`src/rtl/core_wb.sv`:
```
// core_wb -- register file writeback stage.
//
// Merges single-cycle ALU results with asynchronous memory load responses,
// aligns/extends load data, and drives the registered waddr_o/wdata_o pair
// consumed by the register file. Tracks the single outstanding load and flags
// read hazards so decode can stall.
//
// Configuration macro: CORE_WB_SUBWORD_EN
//   defined     -> byte/half load alignment and sign/zero extension
//   not defined -> every load writes the raw memory word (LW behaviour)
//
// Ports:
//   clk_i, rst_ni                  clock, asynchronous active-low reset
//   alu_valid_i/alu_rd_i/alu_data_i ALU result in; alu_ready_o = accepted
//   ld_issue_i/ld_rd_i/ld_funct3_i/ld_addr_lo_i  load issue in
//   ld_busy_o                      a load is outstanding
//   rsp_valid_i/rsp_data_i         memory load response
//   raddr_a_i/raddr_b_i            decode read addresses; hazard_o = stall
//   waddr_o/wdata_o                register file write port (waddr 0 = none)
module core_wb (
    input  logic        clk_i,
    input  logic        rst_ni,
    input  logic        alu_valid_i,
    input  logic [4:0]  alu_rd_i,
    input  logic [31:0] alu_data_i,
    output logic        alu_ready_o,
    input  logic        ld_issue_i,
    input  logic [4:0]  ld_rd_i,
    input  logic [2:0]  ld_funct3_i,
    input  logic [1:0]  ld_addr_lo_i,
    output logic        ld_busy_o,
    input  logic        rsp_valid_i,
    input  logic [31:0] rsp_data_i,
    input  logic [4:0]  raddr_a_i,
    input  logic [4:0]  raddr_b_i,
    output logic        hazard_o,
    output logic [4:0]  waddr_o,
    output logic [31:0] wdata_o
);

    typedef enum logic {
        S_IDLE = 1'b0,
        S_WAIT = 1'b1
    } state_t;

    state_t      state_q, state_d;
    logic        capture;
    logic [4:0]  ld_rd_q;

`ifdef CORE_WB_SUBWORD_EN
    logic [2:0]  ld_funct3_q;
    logic [1:0]  ld_addr_lo_q;

    // Byte shift uses the full address offset; halves only use bit 1 so a
    // misaligned half reads the half containing the addressed byte.
    function automatic logic [31:0] align_load(input logic [31:0] word,
                                               input logic [2:0]  funct3,
                                               input logic [1:0]  addr_lo);
        logic [31:0]        sh_b;
        logic [31:0]        sh_h;
        logic signed [7:0]  byte_s;
        logic signed [15:0] half_s;
        logic [31:0]        res;
        sh_b   = word >> {addr_lo, 3'b000};
        sh_h   = word >> {addr_lo[1], 4'b0000};
        byte_s = sh_b[7:0];
        half_s = sh_h[15:0];
        case (funct3)
            3'b000:  res = 32'(byte_s);
            3'b001:  res = 32'(half_s);
            3'b100:  res = {24'd0, sh_b[7:0]};
            3'b101:  res = {16'd0, sh_h[15:0]};
            default: res = word;
        endcase
        return res;
    endfunction
`else
    logic unused_ld_fields;
    assign unused_ld_fields = ^{ld_funct3_i, ld_addr_lo_i};
`endif

    logic        rsp_take;
    logic        wr_en;
    logic [4:0]  wr_rd;
    logic [31:0] wr_data;
    logic [4:0]  waddr_p1;
    logic [31:0] wdata_p1;

    // Load FSM next state and write-source selection
    always_comb begin
        state_d     = state_q;
        capture     = 1'b0;
        rsp_take    = 1'b0;
        wr_en       = 1'b0;
        wr_rd       = 5'd0;
        wr_data     = 32'd0;
        alu_ready_o = 1'b1;

        case (state_q)
            S_IDLE: begin
                if (ld_issue_i) begin
                    capture = 1'b1;
                    state_d = S_WAIT;
                end
            end
            S_WAIT: begin
                if (rsp_valid_i) begin
                    rsp_take = 1'b1;
                    state_d  = S_IDLE;
                end
            end
            default: state_d = S_IDLE;
        endcase

        // Load response has priority; the ALU producer holds while stalled.
        if (rsp_take) begin
            alu_ready_o = 1'b0;
            wr_en       = 1'b1;
            wr_rd       = ld_rd_q;
`ifdef CORE_WB_SUBWORD_EN
            wr_data     = align_load(rsp_data_i, ld_funct3_q, ld_addr_lo_q);
`else
            wr_data     = rsp_data_i;
`endif
        end else if (alu_valid_i) begin
            wr_en   = 1'b1;
            wr_rd   = alu_rd_i;
            wr_data = alu_data_i;
        end
    end

    always_ff @(posedge clk_i or negedge rst_ni) begin
        if (!rst_ni) begin
            state_q <= S_IDLE;
            ld_rd_q <= 5'd0;
        end else begin
            state_q <= state_d;
            if (capture) ld_rd_q <= ld_rd_i;
        end
    end

`ifdef CORE_WB_SUBWORD_EN
    always_ff @(posedge clk_i or negedge rst_ni) begin
        if (!rst_ni) begin
            ld_funct3_q  <= 3'd0;
            ld_addr_lo_q <= 2'd0;
        end else if (capture) begin
            ld_funct3_q  <= ld_funct3_i;
            ld_addr_lo_q <= ld_addr_lo_i;
        end
    end
`endif

    // Stage p1: registered write port, valid for exactly one cycle per accept
    always_ff @(posedge clk_i or negedge rst_ni) begin
        if (!rst_ni) begin
            waddr_p1 <= 5'd0;
            wdata_p1 <= 32'd0;
        end else begin
            waddr_p1 <= wr_en ? wr_rd : 5'd0;
            if (wr_en) wdata_p1 <= wr_data;
        end
    end

    assign waddr_o   = waddr_p1;
    assign wdata_o   = wdata_p1;
    assign ld_busy_o = (state_q == S_WAIT);

    // A zero destination never produces a write, so it cannot hazard.
    assign hazard_o = (ld_busy_o && (ld_rd_q != 5'd0) &&
                       ((raddr_a_i == ld_rd_q) || (raddr_b_i == ld_rd_q))) ||
                      ((waddr_p1 != 5'd0) &&
                       ((raddr_a_i == waddr_p1) || (raddr_b_i == waddr_p1)));

endmodule

```
`config.mk`:
```
export PLATFORM = sky130hd
export DESIGN_NAME = core_wb
export DESIGN_NICKNAME = d
export VERILOG_FILES = /design/src/rtl/core_wb.sv
export SDC_FILE = /design/constraint.sdc
export NUM_CORES = 1
export LEC_CHECK = 0
export ABC_AREA = 1
export ABC_CLOCK_PERIOD_IN_PS = 1200
export CAP_MARGIN = 0
export CORE_ASPECT_RATIO = 0.8
export CORE_MARGIN = 5
export CORE_UTILIZATION = 34
export DETAILED_ROUTE_END_ITERATION = 16
export GPL_ROUTABILITY_DRIVEN = 0
export PLACE_DENSITY = 0.85
export SETUP_SLACK_MARGIN = 0.15
export SYNTH_ARGS = -nofsm -noshare
export SYNTH_HDL_FRONTEND = slang
export SYNTH_SLANG_ARGS = --single-unit
```
`constraint.sdc`:
```
create_clock -name clk_i -period 1.2 [get_ports clk_i]
set_input_delay 0.12 -clock clk_i [delete_from_list [all_inputs] [get_ports clk_i]]
set_output_delay 0.12 -clock clk_i [all_outputs]
set_load 0.01 [all_outputs]
```
==> results of run 1 <==
worst reg2reg max path: cells and delay by family (launching register included):
| kind | cells | cell delay [ns] |
|---|---|---|
| DFF | 1 | 0.45 |
| and+or+nand+nor | 3 | 0.49 |
| AOI/OAI and AO/OA | 1 | 0.04 |
| buffers and inverters | 4 | 0.45 |
layout by cell type, fill, tap and decap left out, drive strengths merged:
| master | Yosys | final |
|---|---|---|
| nand2 | 114 | 115 |
| buf | 7 | 90 |
| clkdlybuf4s50 | 0 | 87 |
| nor2 | 47 | 47 |
| dfrtp | 43 | 43 |
| a31oi | 32 | 32 |
| inv | 23 | 23 |
| clkbuf | 8 | 20 |
| nand3 | 10 | 10 |
| o21ai | 7 | 7 |
| a21oi | 5 | 5 |
| xnor2 | 4 | 4 |
| xor2 | 1 | 1 |
| nor3 | 1 | 1 |
| nand4 | 1 | 1 |
| or2 | 1 | 1 |
| clkinv | 0 | 1 |
| dlygate4sd3 | 0 | 1 |
final cells by class:
class	instances	area, sq um	share of cell area
clock buffers	7	76.32	0.01562
multi-input cells	224	1607	0.3288
well taps	84	105.1	0.02151
repair buffers	191	1916	0.3921
flip-flops and latches	43	1081	0.2213
inverters	23	96.34	0.01972
clock inverters	1	5.005	0.001024
kinds of logic after synthesis:
logic type                share of synthesized area
and+or+nand+nor                              0.3027
xor gates and xnor gates                    0.01951
AOI/OAI and AO/OA                            0.1187
DFF                                          0.4794
buffers and inverters                       0.07971
where the power goes:
group          internal, mW  switching [mW]
logic                  1.37            1.18
registers              1.69           0.210
clock network         0.410           0.520
total                  3.47            1.91
metal layers:
layer,wire length (um),share of wire
met5,0,0
met4,84,0.0087
met3,635,0.065
met2,5273,0.54
met1,3711,0.38
per-stage QoR:
| stage | std cells | cell area (sq um) | power (mW) | util | worst slack (ns) |
|---|---|---|---|---|---|
| after CTS | 561 | 4517 | 5.019 | 0.7048 | -0.2831 |
| final | 573 | 4886 | 5.387 | 0.7624 | -0.3664 |
| after floorplan | 304 | 2260 | 2.574 | - | -0.1127 |
| after global routing | 573 | 4886 | 5.655 | 0.7624 | -0.4814 |
| after global placement | 519 | 3717 | 3.561 | 0.5800 | -0.6134 |
| after detailed placement | 519 | 3717 | 3.607 | 0.5800 | -0.6462 |
timing repair:
item,in CTS,in global routing
endpoints found under the setup margin,81,72
hold buffers,1,0
pin swaps,8,14
cloned,9,3
endpoints found under the hold margin,43,0
gates resized for setup,217,84
setup buffers,24,9
sequential cells by signal, summed over array words and instances (netlist names):
register	cells
ld_busy_o	1
ld_rd_q	5
wdata_o	32
waddr_o	5
worst max path at each step:
stage | from | end | cells past startpoint
after floorplan | ld_busy_o | wdata_o[10] | 7
after global placement | raddr_a_i[4] | hazard_o | 10
after detailed placement | raddr_a_i[4] | hazard_o | 10
after CTS | waddr_o[0] | hazard_o | 7
after global routing | waddr_o[4] | hazard_o | 9
final | waddr_o[4] | hazard_o | 9
==> results.yml, run 1 <==
clocking:
  numClockSinks: 43
  cts_buffers: 5
  clockBufferDepth: 2
  clk_latency_ns: 0.30
  cts_root_buffer: "clkbuf_8"
  clk_pin_slew_ns: 0.08
  cts_tree: "done"
  htree_levels: 2
critical_path:
  required_ns: 1.08
  crit_path_end_kind: "output port"
  worstSetupStartpointType: "flop"
  cpLargestDelayFamily: "simple AND/OR/NAND/NOR gates"
  rr_endpoint: "wdata_o[15]"
  reg2regPathDepth: 8
  slowest_delay_ns: 0.44
  crit_chain: "inv_2 -> nand2_1 -> nand2_1 -> nor2_1 -> nand3_1 -> nand2_1 -> nand2_1 -> nand2_1 -> buf_2"
  worstPathMaxFanout: 4
  reg2reg_slack_ns: -0.32
  crit_path_frequent_cell: "nand2_1"
  crit_buf_inv: 2
  cpMaxStageDelayCell: "dfrtp_1"
  path_class: "reg -> out"
  r2r-start: "ld_busy_o"
  worstPathArrival_ns: 1.45
yosys:
  synth_top_area_share: 0.4794
  synth.most_common_cell: "nand2_1"
  ys_warn_count: 0
  synth_cell_types: 20
  synth-edff-count: 0
  syn-num-nets: 398
  synth_area_sq_um: 2245
  ys_top_cells_by_count: "113 x nand2_1, 47 x nor2_1, 43 x dfrtp_1"
  synthTopCellsByArea: "dfrtp_1 48%, nand2_1 19%, a31oi_1 8.6%"
  ys_seq_elements: 43
  syn_area_per_cell_sq_um: 7.384
  synth_seq_area_share: 0.4794
  synthFlopType: "dfrtp_1"
  yosysTopAreaCell: "dfrtp_1"
  syn_inst: 304
  synthArstFlopShare: 1.000
grt:
  grt_use_met2: 0.3909
  antenna_found_initial: 0
  grt_overflow: 0
  grt_max_degree: 44
  globalRouteMet1Util: 0.2516
  grt_pass1_vias: 2844
  grt_pass1_wl_um: 13850
  use_met3: 0.05961
  grt_usage: 0.2157
  top_usage_layer: "met2"
die:
  row_count: 26
  core-area_sq_um: 6409
  die_w_um: 100.8
  initial_utilization: 0.3503
  dieHeight_um: 82.68
  ios: 134
  design.die.area_sq_um: 8337
route:
  vias: 2799
  dr.pass1.iters: 7
  drtIter0Drc: 57
  viasPerCell: 4.885
  routed_wl_um: 9704
  wire_per_inst_um: 16.94
  drc: 0
  ant_nets: 0
layout:
  nFillCells: 438
  layout.nets: 582
  drive_above_1_share: 0.4131
  diodes: 0
  syn_to_final_growth_pct: 117.7
timing:
  fin_setup_tns_ns: -8.275
  max_freq_mhz: 638.4
  post-route-min-period_ns: 1.566
  finalHoldViolations: 0
  hold_slack_ns: 0.3193
  slew_violations: 0
  tightest_slew_ns: 0.3004
  setup_viol: 35
  finClkSkew_ns: 0.005415
  layout_setup_ws_ns: -0.3664
  fin_crit_sh: 1.305
  rsz0062_at_grt: "true"
  maxSlewHeadroom: 0.7991
placed_design:
  dp_hpwl_um: 5638
  portBuffers: 128
run_status:
  status: "finished with violations"
  violations: "negative setup slack"
run:
  drv_cap: 0
pwr:
  power_leakage_nw: 2.146
  ir_drop_mv: 0.6951
  power-per-cell-area_nw_per_um2: 1103
min_path:
  min_path_type: "in -> async"
(Power assumes the default switching activity.)
==> run 2, diff against run 1 <==
- TNS_END_PERCENT: default -> 20
==> results.yml, run 2 (synthesis gave the netlist of run 1 again) <==
critical_path:
  cpLargestDelayFamily: "simple AND/OR/NAND/NOR gates"
  endpoint: "hazard_o"
  worstPathMaxFanout: 4
  r2r-start: "ld_busy_o"
  reg2reg_slack_ns: -0.30
  reg2regPathDepth: 8
  crit_chain: "inv_2 -> nand2_1 -> nand2_1 -> nor2_2 -> nand3_1 -> nand2_1 -> nand2_1 -> nand2_1 -> buf_2"
  crit_path_frequent_cell: "nand2_1"
  cpMaxStageDelayCell: "dfrtp_1"
  crit_buf_inv: 2
  required_ns: 1.08
  startpoint: "ld_rd_q[3]"
  rr_endpoint: "wdata_o[2]"
  worstPathArrival_ns: 1.40
  slowest_delay_ns: 0.39
  cp_num_cells: 9
  worstSetupStartpointType: "flop"
  crit_path_end_kind: "output port"
  path_class: "reg -> out"
die:
  dieHeight_um: 82.68
  initial_utilization: 0.3503
  core-area_sq_um: 6409
  design.die.area_sq_um: 8337
  die_w_um: 100.8
  row_count: 26
  ios: 134
layout:
  mostFrequentLayoutCell: "nand2_1"
  drive_above_1_share: 0.3030
  final_area_sq_um: 4308
  layout.nets: 555
  diodes: 0
  largest_reg_flops: 32
  seq_area_sq_um: 1081
  syn_to_final_growth_pct: 91.92
  nFillCells: 509
  most-common-layout-cells: "112 x nand2_1, 87 x clkdlybuf4s50_1, 39 x dfrtp_1"
  utilization: 0.6722
  multi_input_area_sq_um: 1303
  stdcell_count: 546
timing:
  post-route-min-period_ns: 1.518
  max_freq_mhz: 658.6
  slew_violations: 0
  layout_setup_ws_ns: -0.3184
  fin_crit_sh: 1.265
  tightest_slew_ns: 0.5424
  rsz0062_at_grt: "true"
  hold_slack_ns: 0.3433
  maxSlewHeadroom: 0.6384
  finalHoldViolations: 0
  finClkSkew_ns: 0.01084
  setup_viol: 38
pwr:
  p_comb_frac: 0.409
  power_mw: 4.953
  pwr-share-clk: 0.209
  internal_power_mw: 3.281
  power-per-cell-area_nw_per_um2: 1150
  power_leakage_nw: 1.944
  ir_drop_mv: 0.7057
  sw_frac_of_total: 0.3377
  seqPwrFrac: 0.382
  power_switching_mw: 1.673
run:
  drv_cap: 0
route:
  dr.pass1.iters: 4
  viasPerCell: 4.870
  routed_wl_um: 8593
  vias: 2659
  drtIter0Drc: 51
  drc: 0
  wire_per_inst_um: 15.74
  ant_nets: 0
placed_design:
  portBuffers: 128
  placedInstanceArea_sq_um: 3710
  dp_hpwl_um: 5665
  dpl.cell_count: 518
run_status:
  status: "finished with violations"
  violations: "negative setup slack"
grt:
  grt_usage: 0.1866
  grt_pass1_vias: 2629
  grt_pass1_wl_um: 12210
  grt_max_degree: 33
  grt_overflow: 0
  antenna_found_initial: 0
min_path:
  min_path_type: "in -> async"
clocking:
  htree_levels: 2
  clockBufferDepth: 2
  cts_buffers: 5
  cts_tree: "done"
  clk_pin_slew_ns: 0.09
  clk_latency_ns: 0.30
  numClockSinks: 43
  cts_root_buffer: "clkbuf_8"
[run 2: layout make-up]
cell class | instances | share of cell area
Clock buffer | 7 | 0.02236
Clock inverter | 1 | 0.001743
Inverter | 23 | 0.02120
Multi-Input combinational cell | 223 | 0.3024
Sequential cell | 43 | 0.2509
Tap cell | 84 | 0.02440
Timing Repair Buffer | 165 | 0.3770
[run 2: layer usage]
| layer | wire (um) | track usage | vias to the layer above |
|---|---|---|---|
| li1 | - | - | 1285 |
| met1 | 3354 | 0.2137 | 1255 |
| met2 | 4467 | 0.3364 | 103 |
| met3 | 608 | 0.06213 | 16 |
| met4 | 162 | 0.04845 | 0 |
| met5 | 0 | 0 | - |
[run 2: through the flow]
| step | setup WS, ns | setup TNS, ns |
|---|---|---|
| global placement | -0.6000 | -10.31 |
| finish | -0.3184 | -9.107 |
| global route | -0.4310 | -10.95 |
| detailed placement | -0.6373 | -10.93 |
| CTS | -0.2992 | -7.930 |
| floorplan | -0.1127 | -3.169 |
[run 2: how the worst min path moves through the flow]
stage | from | endpoint
3_3_place_gp | rst_ni | wdata_o[20]
4_1_cts | rst_ni | wdata_o[20]
2_1_floorplan | rst_ni | ld_busy_o
3_5_place_dp | rst_ni | wdata_o[20]
6_report | rst_ni | wdata_o[21]
5_1_grt | alu_data_i[14] | wdata_o[14]
[run 2: timing repair]
action / CTS / global route
endpoints found under the setup margin: 81 / 75
hold buffers: 1 / 0
pin swaps: 1 / 2
hold endpoints to repair: 20 / 0
cloned: 5 / 3
setup buffers: 6 / 5
gates resized for setup: 138 / 83
[run 2: power groups by stage]
stage	sequential (mW)	clock [mW]	combinational (mW)
floorplan	1.97	0	0.607
global placement	1.87	0	1.68
detailed placement	1.89	0	1.72
CTS	1.86	1.05	1.86
global route	1.93	1.12	2.18
finish	1.89	1.04	2.02
